--- src/rtl/vx_pending_tracker.sv ---
// Per-warp in-flight instruction tracker: issue/commit counters, issue stalls,
// sticky over/underflow flags and a single-outstanding drain handshake.
module vx_pending_tracker #(
  parameter int NUM_WARPS   = 4,
  parameter int MAX_PENDING = 15,
  parameter int NW_WIDTH    = (NUM_WARPS > 1) ? $clog2(NUM_WARPS) : 1
) (
  input  logic                 clk,
  input  logic                 reset,
  input  logic [NUM_WARPS-1:0] issue_warps,
  input  logic [NUM_WARPS-1:0] committed_warps,
  input  logic                 drain_valid,
  input  logic [NW_WIDTH-1:0]  drain_wid,
  output logic                 drain_ready,
  output logic                 drain_done,
  output logic [NW_WIDTH-1:0]  drain_done_wid,
  output logic [NUM_WARPS-1:0] pending_warps,
  output logic [NUM_WARPS-1:0] stall_warps,
  output logic                 all_idle,
  output logic                 overflow_err,
  output logic                 underflow_err
);

  localparam int               CTR_W   = $clog2(MAX_PENDING + 1);
  localparam logic [CTR_W-1:0] MAX_CNT = CTR_W'(MAX_PENDING);

  typedef enum logic [1:0] {
    S_IDLE = 2'd0,
    S_WAIT = 2'd1,
    S_DONE = 2'd2
  } state_e;

  logic [CTR_W-1:0]     counts [NUM_WARPS];
  logic [NUM_WARPS-1:0] full;
  logic [NUM_WARPS-1:0] zero;
  logic [NUM_WARPS-1:0] ovf_hit;
  logic [NUM_WARPS-1:0] unf_hit;

  state_e               state;
  state_e               next_state;
  logic [NW_WIDTH-1:0]  latched_wid;
  logic                 drained;

  // ---------------------------------------------------------------------------
  // Counter status and error detection
  // ---------------------------------------------------------------------------
  always_comb begin
    // NOTE: every always_comb output gets a default first so no path can leave it unassigned and infer a latch.
    full    = '0;
    zero    = '0;
    ovf_hit = '0;
    unf_hit = '0;
    for (int w = 0; w < NUM_WARPS; w++) begin
      full[w]    = (counts[w] == MAX_CNT);
      zero[w]    = (counts[w] == '0);
      ovf_hit[w] = issue_warps[w] && !committed_warps[w] && full[w];
      unf_hit[w] = !issue_warps[w] && committed_warps[w] && zero[w];
    end
  end

  // Simultaneous issue and commit cancel; saturated ends hold their value.
  always_ff @(posedge clk) begin
    // NOTE: the counters are a small register array, not a RAM, so they can and must clear on reset.
    if (reset) begin
      for (int w = 0; w < NUM_WARPS; w++) begin
        // NOTE: sequential state uses non-blocking assignments so all warps update from the same pre-edge values.
        counts[w] <= '0;
      end
    end else begin
      for (int w = 0; w < NUM_WARPS; w++) begin
        if (issue_warps[w] && !committed_warps[w] && !full[w]) begin
          counts[w] <= counts[w] + CTR_W'(1);
        end else if (!issue_warps[w] && committed_warps[w] && !zero[w]) begin
          counts[w] <= counts[w] - CTR_W'(1);
        end
      end
    end
  end

  always_ff @(posedge clk) begin
    if (reset) begin
      overflow_err  <= 1'b0;
      underflow_err <= 1'b0;
    end else begin
      overflow_err  <= overflow_err  | (|ovf_hit);
      underflow_err <= underflow_err | (|unf_hit);
    end
  end

  // ---------------------------------------------------------------------------
  // Drain FSM: state register, next-state logic, outputs
  // ---------------------------------------------------------------------------
  always_ff @(posedge clk) begin
    if (reset) begin
      state       <= S_IDLE;
      latched_wid <= '0;
    end else begin
      state <= next_state;
      if (state == S_IDLE && drain_valid) begin
        latched_wid <= drain_wid;
      end
    end
  end

  // Looks at the registered count only, so same-cycle traffic is seen next cycle.
  assign drained = zero[latched_wid];

  always_comb begin
    next_state = state;
    case (state)
      S_IDLE:  if (drain_valid) next_state = S_WAIT;
      S_WAIT:  if (drained)     next_state = S_DONE;
      S_DONE:                   next_state = S_IDLE;
      default:                  next_state = S_IDLE;
    endcase
  end

  always_comb begin
    drain_ready    = (state == S_IDLE);
    drain_done     = (state == S_DONE);
    drain_done_wid = (state == S_DONE) ? latched_wid : '0;
  end

  // ---------------------------------------------------------------------------
  // Per-warp status outputs (registered state only)
  // ---------------------------------------------------------------------------
  always_comb begin
    stall_warps = '0;
    for (int w = 0; w < NUM_WARPS; w++) begin
      stall_warps[w] = full[w] || ((state != S_IDLE) && (latched_wid == NW_WIDTH'(w)));
    end
  end

  assign pending_warps = ~zero;
  assign all_idle      = (&zero) && (state == S_IDLE);

`ifndef SYNTHESIS
  logic [NW_WIDTH:0] drain_wid_ext;
  assign drain_wid_ext = {1'b0, drain_wid};

  always @(posedge clk) begin
    if (!reset && drain_valid && drain_ready) begin
      assert (drain_wid_ext < (NW_WIDTH + 1)'(NUM_WARPS))
        else $error("drain_wid %0d out of range", drain_wid);
    end
  end
`endif

endmodule

--- config.mk ---
export PLATFORM = sky130hd
export DESIGN_NAME = vx_pending_tracker
export DESIGN_NICKNAME = d
export VERILOG_FILES = /design/src/rtl/vx_pending_tracker.sv
export SDC_FILE = /design/constraint.sdc
export NUM_CORES = 1
export LEC_CHECK = 0
export ABC_AREA = 1
export CORE_ASPECT_RATIO = 1.4
export CORE_MARGIN = 2
export CORE_UTILIZATION = 50
export DETAILED_ROUTE_END_ITERATION = 6
export GPL_ROUTABILITY_DRIVEN = 0
export PLACE_DENSITY = 0.82
export SLEW_MARGIN = 20
export SYNTH_ARGS = -nofsm -noshare
export SYNTH_HDL_FRONTEND = slang
export SYNTH_SLANG_ARGS = --single-unit
--- constraint.sdc ---
create_clock -name clk -period 2.4 [get_ports clk]
set_input_delay 0.48 -clock clk [delete_from_list [all_inputs] [get_ports clk]]
set_output_delay 0.48 -clock clk [all_outputs]
set_load 0.02 [all_outputs]
==> results_dict.tcl, run 1 <==
set metrics [dict create \
    status "completed" \
    antenna_found_initial 0 \
    top_layer_used "met4" \
    nNetsFinal 289 \
    drt_first_pass_iters 4 \
    synth_edf_count 16 \
    syn_nets 235 \
    grt_start_max_net_pins 14 \
    cp-startpoint "counts[3][0]$_DFFE_PP_" \
    maxCapViolations 0 \
    final.setup.worst_slack_ps 134.8 \
    hp-class "reg -> reg" \
    grt_overflow 0 \
    h-tree-depth 1 \
    ys_async_sr_fraction 0 \
    crit_path_max_incr_delay_ps 550 \
    ant_nets 0 \
    cts_setup_buffers 0 \
    startpoint_type "flip-flop" \
    syn-cell-area_sq_um 1580 \
    setup.worst_path.end_class "primary output" \
    cp_slowest_cell "clkdlybuf4s50_1" \
    wl_met3_microns 141 \
    relSlewSlack 0.8135 \
    timing.hold.ws_ps 500.9 \
    cts_buffers 3 \
    leakage_nw 1.037 \
    stdcell_count 303 \
    finalWirelength_mm 3.556 \
    io_buffers 27 \
    fin_worst_skew_ps 6.086 \
    path_cells "buf_4, ha_1, nand3_2, o21ai_0, clkdlybuf4s50_1" \
    synth_top_area_cell "edfxtp_1" \
    cts-root-buf "clkbuf_8" \
    critical_path_class "reg -> out" \
    post_cts_resize_count 1 \
    synth_commonest_cells "nand2_1, inv_1, nor2_1, nand3_1, edfxtp_1" \
    power_mw 1.246 \
    postLayoutCellArea_sq_um 2133 \
    cp.arrival_ps 1790 \
    min_period_over_period 0.9438 \
    drive_above_1_share 0.1515 \
    crit_path_end "stall_warps[3]" \
    die_w_microns 51.52 \
    synth-main-ff-cell "edfxtp_1" \
    coreArea_sq_um 3063 \
    rows 24 \
    die-area_sq_um 3633 \
    synth.top_cell.area_share 0.3040 \
    worst-r2r-cell-count 10 \
    die_h_microns 70.52 \
    routedWlPerCell_microns 11.74 \
    clk_latency_ps 270 \
    crit_fanout 4 \
    postSynthAreaPerCell_sq_um 7.489 \
    dp_cells 299 \
    met1Wirelength_mm 1.427 \
    dr_wl_met2_mm 1.934 \
    yosysSeqAreaShare 0.3800 \
    worst_pin_slew_ps 277.1 \
    ys_warn_count 0 \
    period_needed_ps 2265 \
    tritoncts "done" \
    p_per_area_nw_per_um2 583.9 \
    fin_tns_setup_ps 0 \
    syn_to_final_growth_pct 35.00 \
    grt_pass1_vias 1483 \
    num_antenna_cells 0 \
    setup_viol 0 \
    grt_pass1_wl_mm 6.078 \
    hold_buffers 0 \
    synth_seq_cells 22 \
    synth_cell_type_count 26 \
    viasPerCell 5.092 \
    post-synth-top-count-cell "nand2_1" \
    synth.top_cells.by_area "edfxtp_1, nand2_1, inv_1" \
    reg2reg_to "counts[2][3]$_SDFFCE_PN0P_" \
    cts_sinks 22 \
    fin_util 0.6965 \
    place_ws_ps -193.4 \
    drc 0 \
    cts_buffer_depth 2 \
    clk_pin_slew_worst_paths_ps 80 \
    rsz0062_at_grt "no" \
    vias 1543 \
    hold_viol 0 \
    dp_hpwl_mm 2.946 \
    synthCells 211 \
    placed_cell_area_sq_um 2061 \
    ir_drop_v 0.0004498 \
    pin_count 28 \
    fmax_ghz 0.4415 \
    critPathRequiredTime_ps 1920 \
    dr.first_iter.drc_count 55 \
    reg2reg_slack_ps 250 \
    slew_violations 0 \
    grt_usage 0.2199 \
    initial_core_util 0.5159 \
    timing.rr.start "counts[2][0]$_SDFFCE_PN0P_" \
]
-- cell families (layout without fill, tap and decap cells) --
logic type | Yosys count | in the layout | synth area share
muxes | 1 | 1 | 0.006334
AOI/OAI and AO/OA | 17 | 17 | 0.05463
DFF | 22 | 22 | 0.3801
buffers and inverters | 36 | 89 | 0.09026
adders and majority gates | 11 | 11 | 0.1014
and+or+nand+nor | 118 | 118 | 0.3341
xor gates and xnor gates | 6 | 6 | 0.03325
-- power by group --
part	switching (mW)	internal, mW
registers	0.0395	0.459
clock network	0.123	0.223
logic	0.215	0.187
-- critical path: cells and delay by family (launching register included) --
kind                     cells  cell delay (ps)
AND/OR/NAND/NOR              1              100
flip-flops                   1              390
buffers and inverters        2              710
adder cells (fa/ha/maj)      1              220
AO/OA/AOI/OAI                1              100
-- cells in the final DEF, fill, tap and decap left out, types with 2 or more instances in the layout --
cell / n
buf_4: 23
o21ai_1: 2
a21oi_1: 7
dfxtp_1: 6
inv_1: 34
nand2_1: 40
clkdlybuf4s50_1: 26
fa_1: 3
nand4_1: 6
xor2_1: 5
nor2_1: 33
edfxtp_1: 16
o21ai_0: 7
nor3_1: 3
clkbuf_8: 3
ha_1: 8
nand2_2: 4
or2_2: 2
nand3_1: 21
nor2_2: 5
-- flip-flops by register name, summed over array words and instances (netlist names) --
name           flops
underflow_err      1
overflow_err       1
latched_wid        2
counts            16
state              2
-- how the worst min path moves through the flow --
stage          slack (ps)                         from  depth (start not counted)                          end
3_5_place_dp          480     underflow_err$_SDFF_PP0_                          2     underflow_err$_SDFF_PP0_
3_3_place_gp          480     underflow_err$_SDFF_PP0_                          2     underflow_err$_SDFF_PP0_
5_1_grt               550     underflow_err$_SDFF_PP0_                          2     underflow_err$_SDFF_PP0_
2_1_floorplan         490  latched_wid[1]$_SDFFE_PP0P_                          2  latched_wid[1]$_SDFFE_PP0P_
6_report              500     underflow_err$_SDFF_PP0_                          2     underflow_err$_SDFF_PP0_
4_1_cts               500     underflow_err$_SDFF_PP0_                          2     underflow_err$_SDFF_PP0_
-- area by class of cell --
cell class              count  area [sq um]
fillers                   266         929.6
well taps                  39         48.80
multi-input cells         153         839.6
inverters                  35         131.4
repair buffers             50         441.7
clock buffers               3         41.29
clock inverters             1         30.03
flip-flops and latches     22         600.6
-- per-layer routing --
metal	track usage	vias to the layer above
met5	0	-
li1	-	788
met1	0.2633	712
met4	0.08772	0
met3	0.01923	5
met2	0.3946	38
No activity file was read; power rests on OpenSTA's default activity.
==> run 2: changes to the inputs <==
Settings changed: CORE_UTILIZATION 50 to 47, HOLD_SLACK_MARGIN set to 0.12, PLACE_DENSITY 0.82 to 0.78, REMOVE_ABC_BUFFERS set to 1.
==> run 2 against run 1 <==
  * Sequential power fell by 0.8%
  * Combinational power about the same
  * Global-route usage is 0.76 points lower
  * Core utilization down 2.7 points
  * First-iteration DRC count shrank 44%
  * Flip-flop and latch count unchanged
  * Register-to-register slack better by 20 ps
  * Fmax is 0.84% lower
  * Wire length is 1.3% lower
  * Worst hold slack about the same
  * Die area up 5.9%
  * Sequential share of layout area grew 0.32 points
==> results_dict.tcl, run 2 (synthesis gave the netlist of run 1 again) <==
set metrics [dict create \
    status "completed" \
    min_period_over_period 0.9518 \
    groute.layer.met1.usage 0.2483 \
    clk_pin_slew_worst_paths_ps 80 \
    ant_nets 0 \
    drive_above_1_share 0.1521 \
    antenna_found_initial 0 \
    setup.worst_path.end_class "primary output" \
    hp-class "reg -> reg" \
    nNetsFinal 288 \
    reg2reg_to "counts[1][3]$_SDFFCE_PN0P_" \
    timing.rr.start "counts[1][2]$_SDFFCE_PN0P_" \
    initial_core_util 0.5012 \
    drt_first_pass_iters 4 \
    io_buffers 27 \
    maxCapViolations 0 \
    tritoncts "done" \
    power_mw 1.165 \
    finalWirelength_mm 3.509 \
    p_per_area_nw_per_um2 552.4 \
    top_register "counts" \
    cts_buffers 3 \
    timing.hold.ws_ps 500.7 \
    clk_latency_ps 260 \
    grt_usage 0.2123 \
    relSlewSlack 0.8056 \
    grtUsageMet2 0.3861 \
    die_w_microns 53.01 \
    final_cell_mix "nand2_1, nor2_1, inv_1, clkdlybuf4s50_1, buf_4" \
    reg2reg_slack_ps 270 \
    coreArea_sq_um 3153 \
    die-area_sq_um 3849 \
    hold_viol 0 \
    rsz0062_at_grt "no" \
    path_depth 5 \
    cp.arrival_ps 1800 \
    dr.first_iter.drc_count 31 \
    fin_util 0.6690 \
    fin_tns_setup_ps 0 \
    final_common_cell "nand2_1" \
    slew_violations 0 \
    crit_path_max_incr_delay_ps 650 \
    startpoint_type "flip-flop" \
    fin_worst_skew_ps 0.8555 \
    cpLargestDelayFamily "buffers and inverters" \
    h-tree-depth 1 \
    vias 1498 \
    leakage_nw 1.024 \
    path_cells "buf_4, ha_1, nand3_2, o21ai_0, clkdlybuf4s50_1" \
    place_ws_ps -119.9 \
    cts_sinks 22 \
    cts_setup_buffers 0 \
    reg_top3 "counts (16), latched_wid (2), state (2)" \
    nFillCells 290 \
    grt_pass1_wl_mm 6.141 \
    pin_count 28 \
    worst_pin_slew_ps 288.9 \
    cp_slowest_cell "clkdlybuf4s50_1" \
    multi_input_area_sq_um 839.6 \
    path_buf_inv 2 \
    top_usage_layer "met2" \
    grt_overflow 0 \
    rows 24 \
    largest_reg_flops 16 \
    cp-startpoint "counts[3][0]$_DFFE_PP_" \
    final.setup.worst_slack_ps 115.8 \
    seq_area_sq_um 600.6 \
    syn_to_final_growth_pct 33.49 \
    grt_pass1_vias 1486 \
    crit_path_end "stall_warps[3]" \
    viasPerCell 4.960 \
    critPathRequiredTime_ps 1920 \
    num_antenna_cells 0 \
    grt_start_max_net_pins 13 \
    met3_usage 0.01639 \
    worst-r2r-cell-count 10 \
    fmax_ghz 0.4378 \
    routedWlPerCell_microns 11.62 \
    setup_viol 0 \
    cts-root-buf "clkbuf_8" \
    critical_path_class "reg -> out" \
    dp_hpwl_mm 2.936 \
    cts_buffer_depth 2 \
    die_h_microns 72.61 \
    ir_drop_v 0.0004442 \
    drc 0 \
    period_needed_ps 2284 \
    crit_fanout 4 \
]
## run 2: cell type report
class	count	area share
Sequential cell	22	0.2847
Inverter	35	0.06228
Multi-Input combinational cell	153	0.3980
Timing Repair Buffer	49	0.2058
Clock buffer	4	0.02610
Tap cell	39	0.02313
## run 2: repair_timing
action,CTS,global route
hold buffers,0,0
resized for setup,1,2
endpoints found under the setup margin,1,2
hold endpoints to repair,0,0
gates cloned,0,0
## run 2: layer usage
metal | routed length, microns | share of wire | up-vias
li1 | - | - | 790
met1 | 1463 | 0.42 | 674
met2 | 1877 | 0.53 | 26
met3 | 91 | 0.026 | 8
met4 | 76 | 0.022 | 0
met5 | 0 | 0 | -
## run 2: report_power, final
group          internal, mW  leakage [nW]  switching [mW]
logic                 0.186         0.776           0.218
registers             0.458         0.219          0.0359
clock network         0.146        0.0288           0.121
## run 2: worst min path at each step
| stage | slack, ps | to | depth (start not counted) | from |
|---|---|---|---|---|
| after floorplan | 500 | latched_wid[1]$_SDFFE_PP0P_ | 2 | latched_wid[1]$_SDFFE_PP0P_ |
| after global placement | 480 | underflow_err$_SDFF_PP0_ | 2 | underflow_err$_SDFF_PP0_ |
| after detailed placement | 490 | underflow_err$_SDFF_PP0_ | 2 | underflow_err$_SDFF_PP0_ |
| final | 500 | underflow_err$_SDFF_PP0_ | 2 | underflow_err$_SDFF_PP0_ |
| after global routing | 530 | underflow_err$_SDFF_PP0_ | 2 | underflow_err$_SDFF_PP0_ |
| after CTS | 510 | underflow_err$_SDFF_PP0_ | 2 | underflow_err$_SDFF_PP0_ |
## run 2: worst register-to-register path, stage by stage, from the launching register on
cell	delay [ps]
edfxtp_1	430
nor2_1	180
nand2_1	150
nand3_1	110
inv_1	80
ha_1	310
a21oi_1	150
nand2_1	70
or2_2	280
nand3_1	70
nand2_1	50
## run 2: per-stage QoR
step	std cells	cell area [sq um]
2_1_floorplan	210	1569
3_3_place_gp	298	2053
3_5_place_dp	298	2053
4_1_cts	302	2107
5_1_grt	302	2110
6_report	302	2110
